`src/rtl/srv32_dbus_router.sv`:
```
`default_nettype none
// ============================================================================
// srv32_dbus_router : address-decoded data-bus router, one master to NTGT targets
// Revision 1.0
// ============================================================================
module srv32_dbus_router #(
    parameter int unsigned       NTGT     = 2,
    parameter logic [4*NTGT-1:0] TGT_BASE = {4'h2, 4'h0},
    parameter int unsigned       DEF_TGT  = 0,
    parameter int unsigned       ECNT_W   = 8
) (
    input  logic                 clk,
    input  logic                 resetb,
    input  logic                 m_wready,
    output logic                 m_wvalid,
    input  logic [31:0]          m_waddr,
    input  logic [31:0]          m_wdata,
    input  logic [3:0]           m_wstrb,
    input  logic                 m_rready,
    output logic                 m_rvalid,
    input  logic [31:0]          m_raddr,
    output logic                 m_rresp,
    output logic [31:0]          m_rdata,
    output logic [NTGT-1:0]      s_wready,
    input  logic [NTGT-1:0]      s_wvalid,
    output logic [31:0]          s_waddr,
    output logic [31:0]          s_wdata,
    output logic [3:0]           s_wstrb,
    output logic [NTGT-1:0]      s_rready,
    input  logic [NTGT-1:0]      s_rvalid,
    output logic [31:0]          s_raddr,
    input  logic [NTGT-1:0]      s_rresp,
    input  logic [NTGT*32-1:0]   s_rdata,
    input  logic                 err_clr,
    output logic                 err_valid,
    output logic [31:0]          err_addr,
    output logic [ECNT_W-1:0]    err_cnt
);

    localparam int unsigned       SW      = $clog2(NTGT + 1);
    localparam logic [SW-1:0]     ERR     = SW'(NTGT);
    localparam logic [ECNT_W-1:0] CNT_MAX = {ECNT_W{1'b1}};
    localparam logic [ECNT_W+1:0] CNT_MAX_X = {2'b00, CNT_MAX};

    // Descending scan so the lowest matching index is the last one written.
    function automatic logic [SW-1:0] decode(input logic [31:0] addr);
        logic [SW-1:0] sel;
        sel = SW'(DEF_TGT);
        for (int i = int'(NTGT) - 1; i >= 0; i--) begin
            if (addr[31:28] == TGT_BASE[4*i +: 4]) sel = SW'(i);
        end
        return sel;
    endfunction

    logic [SW-1:0]     wsel, rsel;
    logic              werr, rerr;
    logic              rd_acc, werr_acc, rerr_acc, new_err;
    logic [1:0]        err_inc;
    logic [ECNT_W-1:0] cnt_base;
    logic [ECNT_W+1:0] cnt_sum;
    logic [31:0]       ret_data;
    logic              ret_resp;

    logic [SW-1:0]     rsel_q, rsel_d;
    logic              rpend_q, rpend_d;
    logic              err_valid_q, err_valid_d;
    logic [31:0]       err_addr_q, err_addr_d;
    logic [ECNT_W-1:0] err_cnt_q, err_cnt_d;

    assign wsel = decode(m_waddr);
    assign rsel = decode(m_raddr);
    assign werr = (wsel == ERR);
    assign rerr = (rsel == ERR);

    assign s_waddr = m_waddr;
    assign s_wdata = m_wdata;
    assign s_wstrb = m_wstrb;
    assign s_raddr = m_raddr;

    // Error-decoded requests are accepted immediately with no target request.
    always_comb begin
        s_wready = '0;
        s_rready = '0;
        m_wvalid = werr;
        m_rvalid = rerr;
        for (int i = 0; i < int'(NTGT); i++) begin
            if (wsel == SW'(i)) begin
                s_wready[i] = m_wready;
                m_wvalid    = s_wvalid[i];
            end
            if (rsel == SW'(i)) begin
                s_rready[i] = m_rready;
                m_rvalid    = s_rvalid[i];
            end
        end
    end

    always_comb begin
        ret_data = '0;
        ret_resp = 1'b0;
        for (int i = 0; i < int'(NTGT); i++) begin
            if (rsel_q == SW'(i)) begin
                ret_data = s_rdata[32*i +: 32];
                ret_resp = s_rresp[i];
            end
        end
    end

    assign m_rdata = ret_data;
    assign m_rresp = rpend_q ? ret_resp : 1'b1;

    assign rd_acc   = m_rready & m_rvalid;
    assign werr_acc = m_wready & werr;
    assign rerr_acc = m_rready & rerr;
    assign new_err  = werr_acc | rerr_acc;
    assign err_inc  = {1'b0, werr_acc} + {1'b0, rerr_acc};

    // A clear in the same cycle as a new error restarts the count from zero.
    always_comb begin
        rsel_d      = rd_acc ? rsel : rsel_q;
        rpend_d     = rd_acc;
        cnt_base    = err_clr ? '0 : err_cnt_q;
        cnt_sum     = {2'b00, cnt_base} + {{ECNT_W{1'b0}}, err_inc};
        err_cnt_d   = (cnt_sum > CNT_MAX_X) ? CNT_MAX : cnt_sum[ECNT_W-1:0];
        err_valid_d = (err_valid_q & ~err_clr) | new_err;
        err_addr_d  = err_addr_q;
        if (new_err && (!err_valid_q || err_clr)) begin
            err_addr_d = rerr_acc ? m_raddr : m_waddr;
        end
    end

    always_ff @(posedge clk or negedge resetb) begin
        if (!resetb) begin
            rsel_q      <= '0;
            rpend_q     <= 1'b0;
            err_valid_q <= 1'b0;
            err_addr_q  <= '0;
            err_cnt_q   <= '0;
        end else begin
            rsel_q      <= rsel_d;
            rpend_q     <= rpend_d;
            err_valid_q <= err_valid_d;
            err_addr_q  <= err_addr_d;
            err_cnt_q   <= err_cnt_d;
        end
    end

    assign err_valid = err_valid_q;
    assign err_addr  = err_addr_q;
    assign err_cnt   = err_cnt_q;

endmodule
`default_nettype wire
```
`config.mk`:
```
export PLATFORM = sky130hd
export DESIGN_NAME = srv32_dbus_router
export DESIGN_NICKNAME = d
export VERILOG_FILES = /design/src/rtl/srv32_dbus_router.sv
export SDC_FILE = /design/constraint.sdc
export NUM_CORES = 1
export LEC_CHECK = 0
export ABC_AREA = 1
export CORE_AREA = 4 4 137 139
export DETAILED_ROUTE_END_ITERATION = 8
export DIE_AREA = 0 0 141 143
export GPL_TIMING_DRIVEN = 0
export PLACE_DENSITY = 0.54
export SETUP_SLACK_MARGIN = 0.05
export SLEW_MARGIN = 5
export SYNTH_ARGS = -nofsm -noshare
export SYNTH_HDL_FRONTEND = slang
export SYNTH_SLANG_ARGS = --single-unit
```
`constraint.sdc`:
```
create_clock -name clk -period 0.8 [get_ports clk]
set_input_delay 0.12 -clock clk [delete_from_list [all_inputs] [get_ports clk]]
set_output_delay 0.12 -clock clk [all_outputs]
set_load 0.02 [all_outputs]
```
==> results of run 1 <==
==> per-layer routing <==
layer	routed length, µm	part of all wire, %	global-route usage [%]
met1	3320	35	8.86
met2	5100	54	14.7
met3	1010	11	2.65
met4	25	0.26	0.612
met5	0	0	0
==> synthesized netlist by cell type (all sizes together) <==
master / instances
buf: 140
nand2: 108
inv: 19
nor2: 16
dfrtp: 11
nand3: 3
a21oi: 1
conb: 1
==> how the worst min path moves through the flow <==
stage / from / end / slack (ns) / cells after the start
global route: err_clr / err_valid$_DFF_PN0_ / 0.18 / 2
CTS: err_clr / err_cnt[1]$_DFF_PN0_ / 0.17 / 2
finish: err_clr / err_cnt[1]$_DFF_PN0_ / 0.17 / 2
global placement: err_clr / err_cnt[6]$_DFF_PN0_ / 0.42 / 2
floorplan: resetb / err_cnt[0]$_DFF_PN0_ / -0.18 / 0
detailed placement: err_clr / err_cnt[1]$_DFF_PN0_ / 0.42 / 2
==> logic make-up (layout without fill, tap and decap cells) <==
| group | Yosys count | count (layout) | synth area share, % |
|---|---|---|---|
| other | 1 | 32 | 0.194 |
| AND/OR/NAND/NOR | 127 | 127 | 26.3 |
| flip-flops | 11 | 11 | 14.3 |
| buffers and inverters | 159 | 403 | 58.9 |
| AO/OA/AOI/OAI | 1 | 1 | 0.259 |
==> repair_timing <==
action                     4_1_cts  5_1_grt
buffers inserted                 7        1
resized for setup              473       57
hold buffers                     0        0
setup endpoints to repair      150       53
pin swaps                       12       16
gates cloned                     1        2
==> worst max-delay path, cell delays in order, from the launching register on <==
cell       delay [ns]
dfrtp_1          0.36
buf_12           0.16
clkinv_16        0.09
buf_12           0.15
nand2_4          0.06
nand2_4          0.05
buf_6            0.13
==> power by group <==
| part | internal (mW) | leakage (nW) | switching [mW] | total (mW) |
|---|---|---|---|---|
| Combinational | 1.50 | 2.48 | 1.32 | 2.82 |
| Clock | 0.667 | 0.0382 | 0.221 | 0.888 |
| Sequential | 0.564 | 0.152 | 0.00499 | 0.569 |
==> registers in the layout, summed over array words and instances (netlist names) <==
register   flops
err_cnt        8
err_valid      1
rpend_q        1
rsel_q         1
==> layout make-up <==
type	count	area, µm²
flip-flops and latches	11	275
multi-input cells	160	917
fillers	1966	12500
repair buffers	240	2380
plain buffers	140	1100
inverters	19	103
clock buffers	4	78.8
well taps	229	287
==> through the flow <==
step | cell area, µm² | TNS (ns)
floorplan | 2150 | -4.47
global route | 5130 | -21.40
finish | 5130 | -19.08
global placement | 4730 | -51.09
CTS | 4910 | -19.53
detailed placement | 4730 | -50.73
==> results by group, run 1 <==
Status
  – Status: finished, violations left
  – Failing checks: negative setup slack

STA
  – Layout Skew: 0 ns
  – Worst hold slack: 0.169 ns
  – Setup ws final: -0.571 ns
  – Slew HR: 66.6%
  – RSZ-0062 raised after global routing: yes
  – Final period util: 171%
  – Crit path time final: 1.37 ns
  – Fin. max-slew vios: 0
  – Worst-Margin Slew: 0.499 ns
  – Final Hold Vio Count: 0
  – Final setup violation count: 44
  – Max Fclk: 729 MHz

Detailed routing
  – DR pass1 iterations: 4
  – Avg WL per Cell: 11.8 µm
  – Vias per cell: ~3.1
  – DR iter-0 viols: 18
  – Total Wirelength: 9460 µm
  – Post-route DRC: 0
  – Routed Antenna Nets: 0
  – Via Count: 2,500

Placed design
  – Post-DP HPWL: roughly 8300 µm
  – RD Place Congestion: 0.719
  – Inst Count DP: slightly below 800
  – Post-Place Setup Slack: -0.948 ns
  – Input/output buffers: 229

Floorplanning
  – Initial Util: 10.9%
  – Die ar.: 20,200 µm²
  – Core footprint: 17,700 µm²
  – Die Y: ~140 µm
  – Chip Width: 141 µm
  – # IOs: 355
  – FP Rows: 49

Logic synthesis
  – Synth cell types: 15
  – Synth warn: 0
  – Syn avg cell area: 6.45 µm²
  – Largest cells by area after synthesis: buf_4 (53%), nand2_1 (21%), dfrtp_1 (14%), inv_1 (3.5%), nor2_1 (2.5%)
  – Mapped Area: 1930 µm²
  – Sequential fraction of the synthesis area: 14.3%
  – Post-Synthesis Cells: 299
  – Top cell type's share of synthesized area: 52.5%
  – Post-synth top area cell: buf_4
  – Synthesis-stage register bit count: 11

Global routing
  – First-pass GRT wire length: 12,600 µm
  – Antenna violations before repair: 0
  – Largest net degree at the start of global routing: 12
  – GRT Residual Overflow: 0
  – Vias in the first global route: 2,438
  – GRT Overall Usage: 7.80%

Critical path
  – Crit start category: flip-flop
  – CP required: 0.68 ns
  – WS Path Type: reg -> out
  – Crit Path Max Fanout: 8
  – Worst setup EP type: primary output
  – Reg2Reg Launch Point: rsel_q[0]$_DFFE_PN0P_
  – Crit path to: m_rdata[8]
  – R2R setup slack: 0.04 ns
  – Reg2reg path depth: 3
  – Worst setup path startpoint: rsel_q[0]$_DFFE_PN0P_
  – Reg2reg end: rsel_q[0]$_DFFE_PN0P_
  – CP Data Arrival Time: around 1.3 ns

Final layout
  – Fin nets: 750
  – Post-layout util: 29.1%
  – Most frequent cells in the layout: buf_4 (141), dlygate4sd2_1 (97), clkdlybuf4s50_1 (67), nand2_2 (53), buf_6 (53)
  – Final std cells w/o fill: between 800 and 900
  – Share of post-route cells with drive strength above 1: 52.1%
  – Most common cell after layout, fill and taps aside: buf_4
  – Area growth, synth to finish: 166%
  – Number of diodes: 0

Pwr
  – Power, Total: 4.28 mW
  – VDD IR max: 0.000576 V
  – Leak pwr: 2.67 nW
  – Power density cells: 833 nW/µm²

Flow run
  – Max-cap violations: 0

Clock network
  – H-tree lvl count: 1
  – CTS tree: yes
  – Max Root-Sink Buffers: 2
  – Num CTS Buffers: 3
  – Clk_lat worst skew: 0.23 ns
  – Clk slew on worst S/H paths: 0.04 ns
  – Root buffer cell: clkbuf_16
  – CTS sink count: 11

Worst hold path
  – Worst Hold Class: in -> reg
No activity file was read; power rests on OpenSTA's default activity.
==> run 2: changes to the inputs <==
- CAP_MARGIN: unset -> 20
- MAX_ROUTING_LAYER: unset -> met4
==> results by group, run 2 (synthesized netlist as in run 1, its figures left out) <==
Critical path
  – Critical path's slowest cell: dfrtp_1
  – Crit-path max cell delay: 0.36 ns
  – R2R setup slack: about 0.04 ns
  – Critical path's top delay family: buffers and inverters
  – Worst setup EP type: primary output
  – CP required: roughly 0.7 ns
  – Reg2reg path depth: 3
  – Critical path, cell by cell: buf_12 -> clkinv_16 -> buf_12 -> nand2_4 -> nand2_4 -> buf_6
  – Crit Path Max Fanout: 8
  – Reg2Reg Launch Point: rsel_q[0]$_DFFE_PN0P_
  – Critical path depth in cells: 6
  – WS Path Type: reg -> out
  – Worst path buffer plus inverter count: 4
  – Crit start category: flip-flop
  – Worst setup path startpoint: rsel_q[0]$_DFFE_PN0P_
  – CP Data Arrival Time: approximately 1.3 ns

Placed design
  – Post-Place Setup Slack: -0.948 ns
  – RD Place Congestion: 0.728
  – Post-DP HPWL: a little over 8000 µm
  – Input/output buffers: 229
  – Inst Count DP: 788

STA
  – Slew HR: 66.6%
  – Worst-Margin Slew: approximately 0.5 ns
  – Final Hold Vio Count: 0
  – Crit path time final: about 1.4 ns
  – Max Fclk: 730 MHz
  – Setup TNS: -19.08 ns
  – Final period util: 171%
  – RSZ-0062 raised after global routing: yes
  – Fin. max-slew vios: 0
  – Setup ws final: -0.571 ns
  – Layout Skew: 0 ns
  – Final setup violation count: 44

Pwr
  – Net Sw Frac: 36.1%
  – Combinational Power Share: 65.9%
  – Power, Total: around 4.3 mW
  – Power share of the clock group: between 20% and 30%
  – Internal power: between 2 and 3 mW
  – Leak pwr: 2.67 nW
  – P_sw: 1.54 mW
  – Power density cells: 833 nW/µm²
  – Reg power frac: approximately an eighth
  – VDD IR max: about 0.00058 V

Floorplanning
  – Chip Width: 141 µm
  – Initial Util: 10.9%
  – Die ar.: 20,200 µm²
  – # IOs: 355
  – Core footprint: about 18,000 µm²
  – Die Y: 143 µm
  – FP Rows: 49

Final layout
  – Area growth, synth to finish: 166%
  – Final std cells w/o fill: 803
  – Seq. cell area: 275 µm²
  – Number of flip-flops in the largest register: 8
  – Number of diodes: 0
  – Multi-input gate area: 917 µm²
  – FILL cells: 1,966
  – Most common cell after layout, fill and taps aside: buf_4
  – Most frequent cells in the layout: buf_4 (141), dlygate4sd2_1 (97), clkdlybuf4s50_1 (67), nand2_2 (53), buf_6 (53)
  – Fin nets: 750
  – Share of post-route cells with drive strength above 1: 52.1%

Clock network
  – H-tree lvl count: 1
  – CTS sink count: 11
  – Num CTS Buffers: 3
  – Root buffer cell: clkbuf_16
  – CTS tree: yes
  – Post-CTS Hold Fix Bufs: 0
  – Max Root-Sink Buffers: 2
  – Clk slew on worst S/H paths: roughly 0.040 ns
  – Clk_lat worst skew: 0.23 ns

Global routing
  – GRT Residual Overflow: 0
  – Vias in the first global route: 2,440
  – First-pass GRT wire length: ~13,000 µm
  – Antenna violations before repair: 0
  – GRT Overall Usage: 8.04%
  – Largest net degree at the start of global routing: 12

Detailed routing
  – Vias per cell: slightly above 3
  – Avg WL per Cell: approximately 12 µm
  – DR pass1 iterations: 4
  – DR iter-0 viols: 19
  – Total Wirelength: 9460 µm
  – Routed Antenna Nets: 0
  – Via Count: 2,499
  – Post-route DRC: 0

Status
  – Failing checks: negative setup slack
  – Status: finished, violations left

Worst hold path
  – Min-delay src: err_clr
  – WHS Path Cells: 2
  – Worst Hold Class: in -> reg

Flow run
  – Max-cap violations: 0
## run 2: cell type report
cell class              instances  area share (%)
plain buffers                 140            21.4
multi-input cells             160            17.9
clock buffers                   4            1.54
flip-flops and latches         11            5.36
inverters                      19            2.00
repair buffers                240            46.3
well taps                     229            5.58
## run 2: path summary, 6_finish.rpt
| path | to |
|---|---|
| worst max-delay path | m_rdata[8] |
| worst min-delay path | err_cnt[1]$_DFF_PN0_ |
| worst max register to register | rsel_q[0]$_DFFE_PN0P_ |
| worst min register to register | err_cnt[1]$_DFF_PN0_ |
| max in group asynchronous | err_cnt[0]$_DFF_PN0_ |
| min in group asynchronous | err_cnt[2]$_DFF_PN0_ |
## run 2: per-stage QoR
step	util [%]	hold WS [ns]	cell area, µm²
6_report	29.1	0.169	5130
4_1_cts	27.8	0.173	4910
2_1_floorplan	-	-0.176	2150
3_5_place_dp	26.8	0.420	4730
5_1_grt	29.1	0.183	5130
3_3_place_gp	26.8	0.419	4730
## run 2: worst register-to-register path, cell delays in order (launching register included)
cell     delay (ns)
dfrtp_1        0.39
buf_12         0.16
nand2_1        0.06
nand2_1        0.04
## run 2: power groups by stage
stage	Sequential (mW)	Clock, mW	Combinational, mW
floorplan	0.574	0	1.47
global placement	0.576	0	2.77
detailed placement	0.576	0	2.77
CTS	0.569	0.920	2.71
global route	0.569	0.953	2.99
finish	0.569	0.888	2.82
## run 2: repair_timing
action | 4_1_cts | 5_1_grt
endpoints found under the setup margin | 150 | 53
resized for setup | 473 | 57
setup buffers | 7 | 1
gates cloned | 1 | 2
pin swaps | 12 | 16
## run 2: routing by layer
layer	GRT usage, %	share of wire [%]	vias up
li1	-	-	1262
met4	0.612	0.29	0
met3	2.01	9.5	2
met1	9.24	36	1078
met2	14.7	54	157
met5	-	0	-
==> variant 1, RTL diff (settings of run 1) <==
The parameter `NTGT` goes from 2 to 4.
--- a/src/rtl/srv32_dbus_router.sv
+++ b/src/rtl/srv32_dbus_router.sv
@@ -4,7 +4,7 @@
 // Revision 1.0
 // ============================================================================
 module srv32_dbus_router #(
-    parameter int unsigned       NTGT     = 2,
+    parameter int unsigned       NTGT     = 4,
     parameter logic [4*NTGT-1:0] TGT_BASE = {4'h2, 4'h0},
     parameter int unsigned       DEF_TGT  = 0,
     parameter int unsigned       ECNT_W   = 8
Interface: changed (6 resized); port bits go from 355 to 429. The function was not compared with the original's and may differ.
==> variant 1 against run 1 <==
Fmax decreased by 1.9%. The flow finishes with violations (hold timing, setup timing). Final area increased by 3.7%. Sequential cell count unchanged. Final cell count increased by 1.4%. Worst setup slack got worse by 0.026 ns. Clock skew unchanged. Synthesized area increased by 1.6%. Power increased by 3.9%. Utilization increased by 1.1 points. Critical path depth unchanged. Sequential power about the same. Combinational power increased by 5%. Routed wire length increased by 13%.
==> variant 1: results <==
place:
  gp_congestion: 0.766
  post-place-ws_ns: -1.02
  dp_cells: 796
  dp_hpwl_um: 9340
  place_area_mm2: 0.00477
global_routing:
  grt_pass1_vias: 2568
  grt_pass1_wl_um: 14800
  grtUsageTotal_pct: 9.20
  grt_use_met1_pct: 11.7
  use_met3_pct: 3.15
cts:
  clk_latency_ns: 0.23
power_and_ir_drop:
  p_seq_share_pct: 12.8
  p_leak_nw: 2.77
  ir_drop_mv: 0.522
  power_mw: 4.44
  intPower_mw: 2.80
detailed_routing:
  wl_met3_um: 1150
  routed-wl-met2_um: 5390
  wl_met1_um: 4080
  drt-total-wl_um: 10700
  drtIter0Drc: 21
critical_path:
  setup.worst_path.end: "m_rdata[31]"
  r2r_cells: 4
  r2r_setup_slack_ns: -0.14
  arrival_ns: 1.28
outcome:
  failed_checks: "hold timing, setup timing"
  outcome: "finished, violations left"
worst_hold_path:
  min_path_type: "in2async"
synth:
  ys_seq_area_share_pct: 14.0
  ys_top_cells_by_area: "buf_4 (53%), nand2_1 (20%), dfrtp_1 (14%)"
  synth_top_cells_by_count: "buf_4 (139), nand2_1 (106), inv_1 (18)"
timing:
  hold_viol: 11
  fin_setup_tns_ns: -20.06
  hold_ws_ns: -0.155
  setup_violations: 47
  setup_ws_ns: -0.598
  tightest_slew_ns: 0.530
finish:
  drive_gt1_share_pct: 53.0
[variant 1: worst reg2reg max path: stages, from the launching register on]
cell,delay (ns)
dfrtp_1,0.39
buf_12,0.16
buf_4,0.16
nand2_1,0.06
nand2_1,0.06
[variant 1: repair_timing]
item / in CTS / in global routing
pin swaps: 18 / 18
buffers inserted: 10 / 1
cloned: 2 / 2
endpoints found under the hold margin: 0 / 11
resized for setup: 483 / 74
endpoints found under the setup margin: 150 / 63
[variant 1: logic make-up (layout without fill, tap and decap cells)]
group	Yosys count	in the layout	share of synthesized area [%]
flip-flops	11	11	14.0
AO/OA/AOI/OAI	1	1	0.255
other	1	36	0.191
buffers and inverters	163	410	59.6
AND/OR/NAND/NOR	127	127	25.9
[variant 1: final cells by class]
class	count	area, um^2	share of cell area [%]
Buffer	144	1130	21.2
Multi-Input combinational cell	164	1000	18.8
Tap cell	229	287	5.38
Clock buffer	4	78.8	1.48
Timing Repair Buffer	243	2440	45.9
Inverter	19	105	1.97
Sequential cell	11	275	5.17
==> variant 2, RTL diff (config.mk and constraints of run 1) <==
Made on the original files. Register the output `err_valid` once more, cleared by the reset; this adds one clock of latency there. The other outputs are not delayed to match.
--- a/src/rtl/srv32_dbus_router.sv
+++ b/src/rtl/srv32_dbus_router.sv
@@ -145,7 +145,13 @@
         end
     end
 
-    assign err_valid = err_valid_q;
+    always_ff @(posedge clk or negedge resetb) begin
+        if (!resetb) begin
+            err_valid <= '0;
+        end else begin
+            err_valid <= err_valid_q;
+        end
+    end
     assign err_addr  = err_addr_q;
     assign err_cnt   = err_cnt_q;
 
Function: no difference found for any inputs over 10 cycles, from zero or initial values and one cycle with resetb low; that may be too few to reach the edited logic, so the function may still have changed.
==> variant 2 against run 1 <==
The run ends with hold timing, setup timing left. Synthesized area increased by 1.3%. Final area grew 1.6%. Sequential cell count rose by 1. Die area unchanged. Worst setup slack worse by 0.0087 ns. Utilization grew 0.47 points. Via count fell by 2.5%. Non-clock buffer count is 4 higher. Power increased by 4.7%. Sequential share of layout area grew 0.39 points. Routed wire length increased by 3.6%. Critical endpoint is now m_rdata[10]. Largest cell class unchanged.
==> variant 2: results <==
critical_path:
  cp_max_fo: 10
synth:
  ys_seq_area_share_pct: 15.4
  ys_top_cells_by_area: "buf_4 (52%), nand2_1 (20%), dfrtp_1 (15%)"
  netlist.area_leader.share_pct: 51.9
  synth_top_cells_by_count: "buf_4 (135), nand2_1 (106), inv_1 (18)"
  synth_compound_area_share_pct: 0.256
place:
  gp_congestion: 0.724
  dp_hpwl_um: 8470
detailed_routing:
  drt_pass1_iterations: 2
  via_per_inst: 3.01
  drtIter0Drc: 37
timing:
  hold_ws_ns: -0.135
  setup_ws_ns: -0.580
  fin_setup_tns_ns: -19.25
  max_slew_margin_pct: 61.1
  setup_violations: 47
  finalClockSkew_ns: 0.000000833
  hold_viol: 12
global_routing:
  grt_max_degree: 13
  grt_pass1_vias: 2226
  grt_pass1_wl_um: 12400
finish:
  drive_gt1_share_pct: 52.2
  fillers: 1965
  nNetsFinal: 756
power_and_ir_drop:
  ir_drop_mv: 0.492
  p_sw_share_pct: 35.5
outcome:
  failed_checks: "hold timing, setup timing"
  outcome: "finished, violations left"
worst_hold_path:
  min_path_type: "in2async"
-- variant 2: cell type report --
| cell class | instances | area [um^2] | share of cell area [%] |
|---|---|---|---|
| buffer | 140 | 1090 | 20.8 |
| clock buffer | 4 | 88.8 | 1.70 |
| inverter | 19 | 91.3 | 1.75 |
| multi-input combinational | 160 | 930 | 17.8 |
| sequential | 12 | 300 | 5.76 |
| tap | 229 | 287 | 5.49 |
| timing repair buffer | 244 | 2420 | 46.5 |
| timing repair inverter | 1 | 8.76 | 0.168 |
-- variant 2: worst paths after layout --
check                              end  slack, ns  cells past startpoint
hold / removal              err_cnt[4]      -0.13                      1
hold reg to reg              err_valid       0.37                      0
setup / recovery           m_rdata[10]      -0.58                      5
max in group asynchronous      rpend_q       0.55                      1
setup reg to reg             rsel_q[0]      -0.07                      4
min in group clk            err_cnt[1]       0.17                      2
-- variant 2: per-stage QoR --
step	std cells	cell area, um^2	power (mW)	utilization, %
floorplan	331	2180	2.09	-
global placement	789	4750	3.40	26.9
detailed placement	789	4750	3.40	26.9
CTS	803	4920	4.39	27.9
global route	809	5220	4.74	29.5
finish	809	5220	4.48	29.5
-- variant 2: what timing repair did --
action,4_1_cts,5_1_grt
gates resized for setup,469,63
setup buffers,10,4
endpoints found under the setup margin,150,63
gates cloned,0,4
pin swaps,14,16
hold endpoints to repair,0,12
-- variant 2: routing by layer --
| layer | GRT usage (%) | part of all wire (%) | up-vias |
|---|---|---|---|
| met1 | 9.89 | 37 | 1031 |
| met4 | 0.765 | 0.21 | 0 |
| met2 | 13.7 | 55 | 127 |
| met5 | 0 | 0 | - |
| met3 | 1.84 | 8.1 | 4 |
| li1 | - | - | 1275 |
-- variant 2: power groups by stage --
stage | logic, mW | clock network (mW) | registers [mW]
final | 2.84 | 1.02 | 0.619
after global placement | 2.77 | 0 | 0.628
after global routing | 3.01 | 1.10 | 0.619
after detailed placement | 2.77 | 0 | 0.628
after floorplan | 1.47 | 0 | 0.625
after CTS | 2.71 | 1.06 | 0.619
-- variant 2: kinds of logic (layout without fill, tap and decap cells) --
| family | count (synthesis) | after routing |
|---|---|---|
| buffers and inverters | 159 | 408 |
| flip-flops | 12 | 12 |
| AND/OR/NAND/NOR | 127 | 127 |
| AO/OA/AOI/OAI | 1 | 1 |
| other | 1 | 32 |
-- variant 2: worst max-delay path: stages (launching register included) --
cell     delay, ns
dfrtp_1       0.39
buf_12        0.16
buf_4         0.17
nand2_1       0.12
nand2_4       0.05
buf_6         0.13
